## src/rtl/snp_adapter_pkg.sv

```systemverilog
// Shared definitions for the p3 snooper-side adapter: default widths, FSM encoding
// and the per-word byte-count clamp.
package snp_adapter_pkg;

    localparam int unsigned P3_ADDR_WIDTH = 10;
    localparam int unsigned P3_DATA_WIDTH = 64;
    localparam int unsigned P3_INC_WIDTH  = 4;
    localparam int unsigned P3_PLEN_WIDTH = 32;

    typedef enum logic [1:0] {
        IDLE   = 2'd0,
        ARMED  = 2'd1,
        FINISH = 2'd2
    } snp_state_e;

    function automatic int unsigned clamp_bytes(input int unsigned raw,
                                                input int unsigned max_bytes);
        return (raw > max_bytes) ? max_bytes : raw;
    endfunction

endpackage

```

## src/rtl/snp_adapter_plen_accum.sv

```systemverilog
// Saturating packet byte-length accumulator with synchronous clear.
module plen_accum
    import snp_adapter_pkg::*;
#(
    parameter int unsigned INC_WIDTH  = P3_INC_WIDTH,
    parameter int unsigned PLEN_WIDTH = P3_PLEN_WIDTH,
    parameter int unsigned MAX_INC    = P3_DATA_WIDTH / 8
) (
    input  logic                  clk_i,
    input  logic                  rst_ni,
    input  logic                  add_i,
    input  logic [INC_WIDTH-1:0]  inc_i,
    input  logic                  clr_i,
    output logic [PLEN_WIDTH-1:0] len_o
);

    // One spare bit above the wider operand so the carry out is always visible.
    localparam int unsigned SW = ((PLEN_WIDTH > 32) ? PLEN_WIDTH : 32) + 1;
    localparam logic [SW-1:0] PMAX = SW'({PLEN_WIDTH{1'b1}});

    logic [PLEN_WIDTH-1:0] len_q, len_d;
    logic [SW-1:0]         sum;
    int unsigned           inc_clamped;

    always_comb begin
        inc_clamped = clamp_bytes(32'(inc_i), MAX_INC);
        sum         = SW'(len_q) + SW'(inc_clamped);
        len_d       = len_q;
        if (clr_i) begin
            len_d = '0;
        end else if (add_i) begin
            len_d = (sum > PMAX) ? '1 : sum[PLEN_WIDTH-1:0];
        end
    end

    always_ff @(posedge clk_i or negedge rst_ni) begin
        if (!rst_ni) begin
            len_q <= '0;
        end else begin
            len_q <= len_d;
        end
    end

    assign len_o = len_q;

endmodule

```

## src/rtl/snp_adapter.sv

```systemverilog
// Snooper-side adapter of the p3 packet buffer: claims a free buffer, registers
// packet words into memory, and returns the buffer with its final byte length.
module snp_adapter
    import snp_adapter_pkg::*;
#(
    parameter int unsigned ADDR_WIDTH = P3_ADDR_WIDTH,
    parameter int unsigned DATA_WIDTH = P3_DATA_WIDTH,
    parameter int unsigned INC_WIDTH  = P3_INC_WIDTH,
    parameter int unsigned PLEN_WIDTH = P3_PLEN_WIDTH
) (
    input  logic                  clk,
    input  logic                  rst,
    input  logic [ADDR_WIDTH-1:0] sn_addr,
    input  logic [DATA_WIDTH-1:0] sn_wr_data,
    input  logic                  sn_wr_en,
    input  logic [INC_WIDTH-1:0]  sn_byte_inc,
    input  logic                  sn_done,
    output logic                  sn_rdy,
    input  logic                  rdy_for_sn,
    output logic                  rdy_for_sn_ack,
    output logic [ADDR_WIDTH-1:0] mem_addr,
    output logic [DATA_WIDTH-1:0] mem_wr_data,
    output logic                  mem_wr_en,
    output logic                  sn_done_out,
    output logic [PLEN_WIDTH-1:0] byte_length,
    output logic                  drop_sticky
);

    snp_state_e            state_q, state_d;
    logic [ADDR_WIDTH-1:0] addr_q, addr_d;
    logic [DATA_WIDTH-1:0] data_q, data_d;
    logic                  wr_en_q, wr_en_d;
    logic                  drop_q, drop_d;
    logic                  accept;
    logic                  clr;
    logic [PLEN_WIDTH-1:0] accum_len;

    always_comb begin
        state_d        = state_q;
        sn_rdy         = 1'b0;
        rdy_for_sn_ack = 1'b0;
        sn_done_out    = 1'b0;
        accept         = 1'b0;
        clr            = 1'b0;
        unique case (state_q)
            IDLE: begin
                if (rdy_for_sn) begin
                    // Held low during reset so no claim escapes while the FSM is forced idle.
                    rdy_for_sn_ack = rst;
                    state_d        = ARMED;
                end
            end
            ARMED: begin
                sn_rdy = 1'b1;
                accept = sn_wr_en;
                if (sn_done) begin
                    state_d = FINISH;
                end
            end
            FINISH: begin
                sn_done_out = 1'b1;
                clr         = 1'b1;
                state_d     = IDLE;
            end
            default: state_d = IDLE;
        endcase
    end

    always_comb begin
        wr_en_d = accept;
        addr_d  = accept ? sn_addr    : addr_q;
        data_d  = accept ? sn_wr_data : data_q;
        drop_d  = drop_q | ((sn_wr_en | sn_done) & (state_q != ARMED));
    end

    always_ff @(posedge clk or negedge rst) begin
        if (!rst) begin
            state_q <= IDLE;
            addr_q  <= '0;
            data_q  <= '0;
            wr_en_q <= 1'b0;
            drop_q  <= 1'b0;
        end else begin
            state_q <= state_d;
            addr_q  <= addr_d;
            data_q  <= data_d;
            wr_en_q <= wr_en_d;
            drop_q  <= drop_d;
        end
    end

    plen_accum #(
        .INC_WIDTH  (INC_WIDTH),
        .PLEN_WIDTH (PLEN_WIDTH),
        .MAX_INC    (DATA_WIDTH / 8)
    ) u_plen_accum (
        .clk_i  (clk),
        .rst_ni (rst),
        .add_i  (accept),
        .inc_i  (sn_byte_inc),
        .clr_i  (clr),
        .len_o  (accum_len)
    );

    assign mem_addr    = addr_q;
    assign mem_wr_data = data_q;
    assign mem_wr_en   = wr_en_q;
    assign byte_length = sn_done_out ? accum_len : '0;
    assign drop_sticky = drop_q;

endmodule

```

## config.mk

```make
export PLATFORM = sky130hd
export DESIGN_NAME = snp_adapter
export DESIGN_NICKNAME = d
export VERILOG_FILES = /design/src/rtl/snp_adapter_pkg.sv /design/src/rtl/snp_adapter_plen_accum.sv /design/src/rtl/snp_adapter.sv
export SDC_FILE = /design/constraint.sdc
export NUM_CORES = 1
export LEC_CHECK = 0
export BUFFER_PORTS_ARGS = -buffer_cell sky130_fd_sc_hd__clkbuf_2
export CORE_UTILIZATION = 45
export CTS_CLUSTER_SIZE = 14
export DETAILED_ROUTE_END_ITERATION = 10
export GPL_TIMING_DRIVEN = 1
export PLACE_DENSITY = 0.81
export SYNTH_ARGS = -nofsm -noshare
export SYNTH_HDL_FRONTEND = slang
export SYNTH_HIERARCHICAL = 1
export SYNTH_SLANG_ARGS = --single-unit
```

## constraint.sdc

```tcl
create_clock -name clk -period 5.9 [get_ports clk]
set_input_delay 0.885 -clock clk [delete_from_list [all_inputs] [get_ports clk]]
set_output_delay 0.885 -clock clk [all_outputs]
set_load 0.02 [all_outputs]
```

==> results of run 1 <==
-- final cells by class --
type                    instances  area, µm²
fillers                       936       4800
flip-flops and latches        110       2750
multi-input cells             286       2420
repair buffers                196        991
clock buffers                  10        229
well taps                     143        179
clock inverters                 6       61.3
inverters                       8       30.0
-- worst reg2reg max path: cells and delay by family, from the launching register on --
family | cells | cell delay, ns
AO/OA/AOI/OAI | 2 | 0.54
buffers and inverters | 1 | 0.71
AND/OR/NAND/NOR | 3 | 1.34
flip-flops | 1 | 0.47
-- power breakdown --
part / internal [W] / switching, W / leakage [nW]
Clock: 0.000329 / 0.000266 / 0.143
Sequential: 0.00104 / 0.000176 / 1.35
Combinational: 0.000608 / 0.000737 / 1.86
-- sequential cells by signal (all words and copies together), names as in the netlist --
register	flops
state_q	2
u_plen_accum/len_o	32
mem_wr_data	64
mem_wr_en	1
drop_sticky	1
mem_addr	10
-- layout by cell type (no fill, tap or decap), types with 7 or more instances in the layout --
cell / count
clkbuf_2: 192
dfrtp_1: 110
mux2_4: 49
and2_1: 36
mux2_2: 26
nor2_1: 21
a21oi_1: 14
nor3_1: 12
nand2_1: 10
clkbuf_16: 9
and3_1: 9
a31oi_1: 9
inv_1: 8
nand4_1: 8
a311oi_1: 8
o21bai_1: 7
nand3_1: 7
-- per-stage QoR --
| step | setup slack, ns | util (%) |
|---|---|---|
| after floorplan | 2.79 | - |
| after global placement | 2.46 | 55.6 |
| after detailed placement | 2.32 | 55.6 |
| after CTS | 2.69 | 58.1 |
| after global routing | 2.46 | 58.1 |
| final | 2.63 | 58.1 |
-- per-layer routing --
| metal | vias up | wire [µm] | global-route usage, % |
|---|---|---|---|
| met1 | 2008 | 5310 | 27.4 |
| li1 | 1931 | - | - |
| met3 | 22 | 796 | 3.94 |
| met5 | - | 0 | 0 |
| met2 | 191 | 6730 | 36.9 |
| met4 | 0 | 249 | 7.73 |
-- cell families after synthesis --
kind of cell | share of synthesized area, %
adder cells (fa/ha/maj) | 1.31
buffers and inverters | 3.19
flip-flops | 51.6
AND/OR/NAND/NOR | 15.6
XOR/XNOR | 0.328
multiplexers | 19.6
AO/OA/AOI/OAI | 8.35
-- final timing paths --
check,slack [ns],endpoint,start,cells past startpoint
worst max-delay path,2.63,u_plen_accum/len_o[27],sn_wr_en,7
worst min-delay path,0.50,drop_sticky,drop_sticky,1
worst max register to register,2.74,u_plen_accum/len_o[27],state_q[0],6
worst min register to register,0.50,drop_sticky,drop_sticky,1
max in group asynchronous,4.11,u_plen_accum/len_o[9],rst,2
min in group asynchronous,0.51,mem_wr_data[16],rst,1
==> reports/metrics.csv, run 1 <==
stage,metric,value,unit
setup_path,crit_arrival,3.52,ns
cells_and_area,diodes,0,
yosys,ys_ff_latch,110,
pwr,p_leak,3.35,nW
routing,postRouteWirelength,13100,µm
yosys,ys_top_cells_by_area,"dfrtp_1 (52%), mux2_4 (14%), mux2_2 (5.5%)",
yosys,synth-edff-count,0,
clocking,htreeDepth,3,
clocking,cts_hold_buf,0,
yosys,netlist_instances,425,
cells_and_area,area_delta_synth_final,24.9,%
setup_path,critPathMaxStageDelay,0.71,ns
yosys,ys_types,50,
sta,final-setup-viol-count,0,
setup_path,cp_cell_sequence,"clkbuf_2, nand3b_1, inv_1, nand4_1, nor2_1, a41oi_1, a311oi_1",
routing,drc_errors,0,
yosys,synthTopCellsByCount,"dfrtp_1 (110), mux2_4 (49), and2_1 (36)",
status,status,finished clean,
routing,wl_per_cell,17.2,µm
cells_and_area,layout-drive-gt1-share,48.5,%
clocking,cts.sinks,110,
sta,hold_violations,0,
pwr,total_power,0.00316,W
routing,avgViaCountPerCell,5.47,
sta,rsz0062_at_grt,false,
clocking,cts_buffers,9,
setup_path,startpoint_type,input pin,
setup_path,crit_path_end_kind,register,
clocking,clockBufferDepth,2,
sta,min_period_over_period,55.5,%
min_path,holdCritPathClass,reg2reg,
placement,dp_cells,743,
placement,gp_congestion,0.873,
routing,dr.first_iter.drc_count,438,
clocking,post_cts_resized,0,
global_routing,antenna_found_initial,0,
sta,tightest_slew,1.08,ns
placement,portBuffers,193,
sta,relSlewSlack,27.9,%
setup_path,cp_top_family,simple AND/OR/NAND/NOR gates,
yosys,yosysMostFrequentCell,dfrtp_1,
cells_and_area,nets,699,
yosys,syn_area,5340,µm²
yosys,synth-seq-area-share,51.6,%
sta,finalClockSkew,0.00632,ns
pwr,power_density,474,nW/µm²
clocking,clkLatencyLatePin,0.34,ns
cells_and_area,post-route-cell-area,6660,µm²
clocking,path_clk_slew,0.07,ns
yosys,ys_async_sr_fraction,100,%
job,maxCapViolations,0,
routing,ant_nets,0,
yosys,ys_warn_count,6,
floorplan,initial_core_util,46.5,%
setup_path,cpMaxStageDelayCell,inv_1,
floorplan,die_w,111,µm
global_routing,grt_start_max_net_pins,73,
placement,dpl.hpwl,9500,µm
clocking,cts-root-buf,clkbuf_16,
floorplan,io_pins,194,
yosys,yosysTopAreaCellShare,51.6,%
yosys,yosys_most_used_dff,dfrtp_1,
sta,slew_violations,0,
sta,fmaxAchievable,0.306,GHz
sta,timing.hold.ws,0.497,ns
global_routing,grt_first_pass_wirelength,21300,µm
pwr,peakVddDrop,346,µV
floorplan,die_area,12300,µm²
clocking,post-cts-setup-buffer-count,0,
setup_path,crit_buf_inv,2,
placement,placed_cell_area,6370,µm²
yosys,synth_largest_area_cell,dfrtp_1,
setup_path,crit_fanout,23,
routing,dr.pass1.iters,5,
floorplan,die_y,111,µm
global_routing,grt_pass1_vias,4124,
routing,vias,4152,
setup_path,setup.worst_path.class,in2reg,
setup_path,cp.required,6.14,ns
yosys,synth_area_per_cell,12.6,µm²
clocking,cts_tree,yes,
sta,tns,0,ns
yosys,syn_nets,513,
global_routing,grt-ovfl-total,0,
sta,min_period,3.27,ns
global_routing,track_usage,21.6,%
floorplan,rows,39,
floorplan,core_area,11500,µm²
cells_and_area,finalNonFillerCells,759,
No activity file was read; power rests on OpenSTA's default activity.
==> run 2: changes to the inputs <==
==> constraint.sdc (replaced) <==
create_clock -name clk -period 3.15 [get_ports clk]
set_input_delay 0.4725 -clock clk [delete_from_list [all_inputs] [get_ports clk]]
set_output_delay 0.4725 -clock clk [all_outputs]
set_load 0.02 [all_outputs]
==> reports/metrics.csv, run 2 (synthesis gave the netlist of run 1 again) <==
stage,metric,value,unit,change
routing,avgViaCountPerCell,5.45,,was 5.47
cells_and_area,largest_reg_flops,64,,unchanged
routing,dr.first_iter.drc_count,387,,was 438
clocking,cts-root-buf,clkbuf_16,,unchanged
routing,wl_per_cell,17.1,µm,was 17.2 µm
setup_path,rrSetupSlack,0.39,ns,was 2.74 ns
clocking,htreeDepth,3,,unchanged
sta,fmaxAchievable,0.362,GHz,
sta,rsz0062_at_grt,false,,unchanged
cells_and_area,layout_common_cells,"clkbuf_2 (192), dfrtp_1 (110), mux2_4 (49)",,unchanged
sta,tightest_slew,1.18,ns,was 1.08 ns
sta,min_period_over_period,87.6,%,
clocking,path_clk_slew,0.07,ns,about the same
global_routing,track_usage,21.5,%,was 21.6%
sta,finalClockSkew,0.00676,ns,was 0.00632 ns
status,status,finished clean,,unchanged
global_routing,grt-ovfl-total,0,,unchanged
floorplan,initial_core_util,46.5,%,unchanged
cells_and_area,num-fill-cells,923,,was 936
routing,dr.pass1.iters,5,,unchanged
placement,placed_cell_area,6420,µm²,was 6370 µm²
floorplan,rows,39,,unchanged
floorplan,die_y,111,µm,unchanged
placement,gp_congestion,0.838,,was 0.873
clocking,cts_hold_buf,0,,unchanged
pwr,p_clk_share,17.9,%,was 18.8%
sta,slew_violations,0,,unchanged
pwr,power_density,877,nW/µm²,was 474 nW/µm²
setup_path,cp_cell_sequence,"ha_1, inv_1, fa_1, nand2b_1, o2bb2ai_1, or4_4, and2_1, a311oi_1",,"was clkbuf_2, nand3b_1, inv_1, nand4_1, nor2_1, a41oi_1, a311oi_1"
setup_path,critPathMaxStageDelay,0.70,ns,was 0.71 ns
pwr,power.net_switching,0.00222,W,was 0.00118 W
cells_and_area,diodes,0,,unchanged
routing,drc_errors,0,,unchanged
routing,vias,4161,,"was 4,152"
sta,relSlewSlack,21.1,%,was 27.9%
cells_and_area,layout-drive-gt1-share,49.1,%,was 48.5%
floorplan,core_area,11500,µm²,unchanged
setup_path,setup.worst_path.class,reg2reg,,was in2reg
setup_path,crit_path_end_kind,register,,unchanged
setup_path,timing.rr.start,u_plen_accum/len_o[0],,was state_q[0]
sta,min_period,2.76,ns,
setup_path,crit_arrival,3.00,ns,was 3.52 ns
cells_and_area,area_delta_synth_final,25.4,%,was 24.9%
clocking,post_cts_resized,0,,unchanged
clocking,cts_tree,yes,,unchanged
setup_path,cp.required,3.39,ns,was 6.14 ns
pwr,internal_power,0.00364,W,was 0.00198 W
floorplan,die_area,12300,µm²,unchanged
setup_path,crit_fanout,14,,was 23
clocking,clockBufferDepth,2,,unchanged
clocking,cts.sinks,110,,unchanged
setup_path,cp_top_family,simple AND/OR/NAND/NOR gates,,unchanged
setup_path,ff2ff_path_depth,8,,was 6
cells_and_area,post-route-cell-area,6690,µm²,was 6660 µm²
routing,ant_nets,0,,unchanged
sta,tns,0,ns,unchanged
routing,postRouteWirelength,13100,µm,about the same
pwr,peakVddDrop,700,µV,was 346 µV
job,maxCapViolations,0,,unchanged
placement,place_ws,0.0685,ns,was 2.32 ns
placement,dpl.hpwl,9470,µm,was 9500 µm
global_routing,antenna_found_initial,0,,unchanged
floorplan,io_pins,194,,unchanged
cells_and_area,final_common_cell,clkbuf_2,,unchanged
global_routing,grt_first_pass_wirelength,21100,µm,"was 21,300 µm"
sta,final-setup-viol-count,0,,unchanged
placement,portBuffers,193,,unchanged
setup_path,startpoint_type,register,,was input pin
sta,hold_violations,0,,unchanged
global_routing,grt_pass1_vias,4210,,"was 4,124"
pwr,share_comb_of_total_power,43.3,%,was 42.6%
setup_path,crit_buf_inv,1,,was 2
min_path,holdCritPathClass,in2async,,was reg2reg
pwr,p_leak,3.36,nW,was 3.35 nW
pwr,swShare,37.9,%,was 37.4%
setup_path,timing.rr.end,u_plen_accum/len_o[12],,was u_plen_accum/len_o[27]
clocking,cts_buffers,9,,unchanged
clocking,post-cts-setup-buffer-count,0,,unchanged
clocking,clkLatencyLatePin,0.34,ns,about the same
floorplan,die_w,111,µm,unchanged
cells_and_area,nets,705,,was 699
setup_path,cpMaxStageDelayCell,or4_4,,was inv_1
pwr,power_frac_seq,38.7,%,was 38.5%
global_routing,grt_start_max_net_pins,75,,was 73
sta,fin_ws,0.390,ns,was 2.63 ns
## run 2: cell count changes in the layout (fill, tap and decap cells not counted), sizes merged
cell / change
clkbuf: -1
clkinvlp: +2
clkinv: -1
buf: +6
bufinv: -1
## run 2: area by class of cell
| type | instances | area, µm² | area share, % |
|---|---|---|---|
| timing repair buffer | 202 | 1040 | 15.5 |
| tap | 143 | 179 | 2.67 |
| clock inverter | 6 | 48.8 | 0.729 |
| clock buffer | 9 | 225 | 3.37 |
| inverter | 8 | 30.0 | 0.449 |
| multi-input combinational | 286 | 2420 | 36.2 |
| sequential | 110 | 2750 | 41.1 |
## run 2: metal layers
metal	vias to the layer above	share of wire, %	track usage [%]
met4	0	2.6	7.91
met3	27	5.1	4.21
li1	1923	-	-
met1	2034	42	26.9
met2	177	50	36.8
met5	-	0	0
## run 2: power by group through the flow
stage / Sequential [W] / Combinational (W) / Clock [W]
finish: 0.00227 / 0.00254 / 0.00105
global route: 0.00234 / 0.00270 / 0.00113
detailed placement: 0.00229 / 0.00254 / 0
global placement: 0.00225 / 0.00250 / 0
floorplan: 0.00286 / 0.00114 / 0
CTS: 0.00227 / 0.00256 / 0.00107
## run 2: how the worst max path moves through the flow
stage | startpoint | end | cells past startpoint
floorplan | sn_byte_inc[0] | u_plen_accum/len_o[27] | 9
global placement | sn_byte_inc[3] | u_plen_accum/len_o[12] | 10
detailed placement | sn_byte_inc[3] | u_plen_accum/len_o[12] | 10
CTS | u_plen_accum/len_o[0] | u_plen_accum/len_o[12] | 8
global route | u_plen_accum/len_o[0] | u_plen_accum/len_o[12] | 8
finish | u_plen_accum/len_o[0] | u_plen_accum/len_o[12] | 8
## run 2: stage by stage
stage | std cells | power (W) | hold slack (ns) | utilization [%]
3_3_place_gp | 749 | 0.00475 | 0.462 | 56.0
5_1_grt | 764 | 0.00616 | 0.167 | 58.4
2_1_floorplan | 425 | 0.00400 | 0.177 | -
4_1_cts | 764 | 0.00590 | 0.142 | 58.4
6_report | 764 | 0.00587 | 0.128 | 58.4
3_5_place_dp | 749 | 0.00483 | 0.494 | 56.0
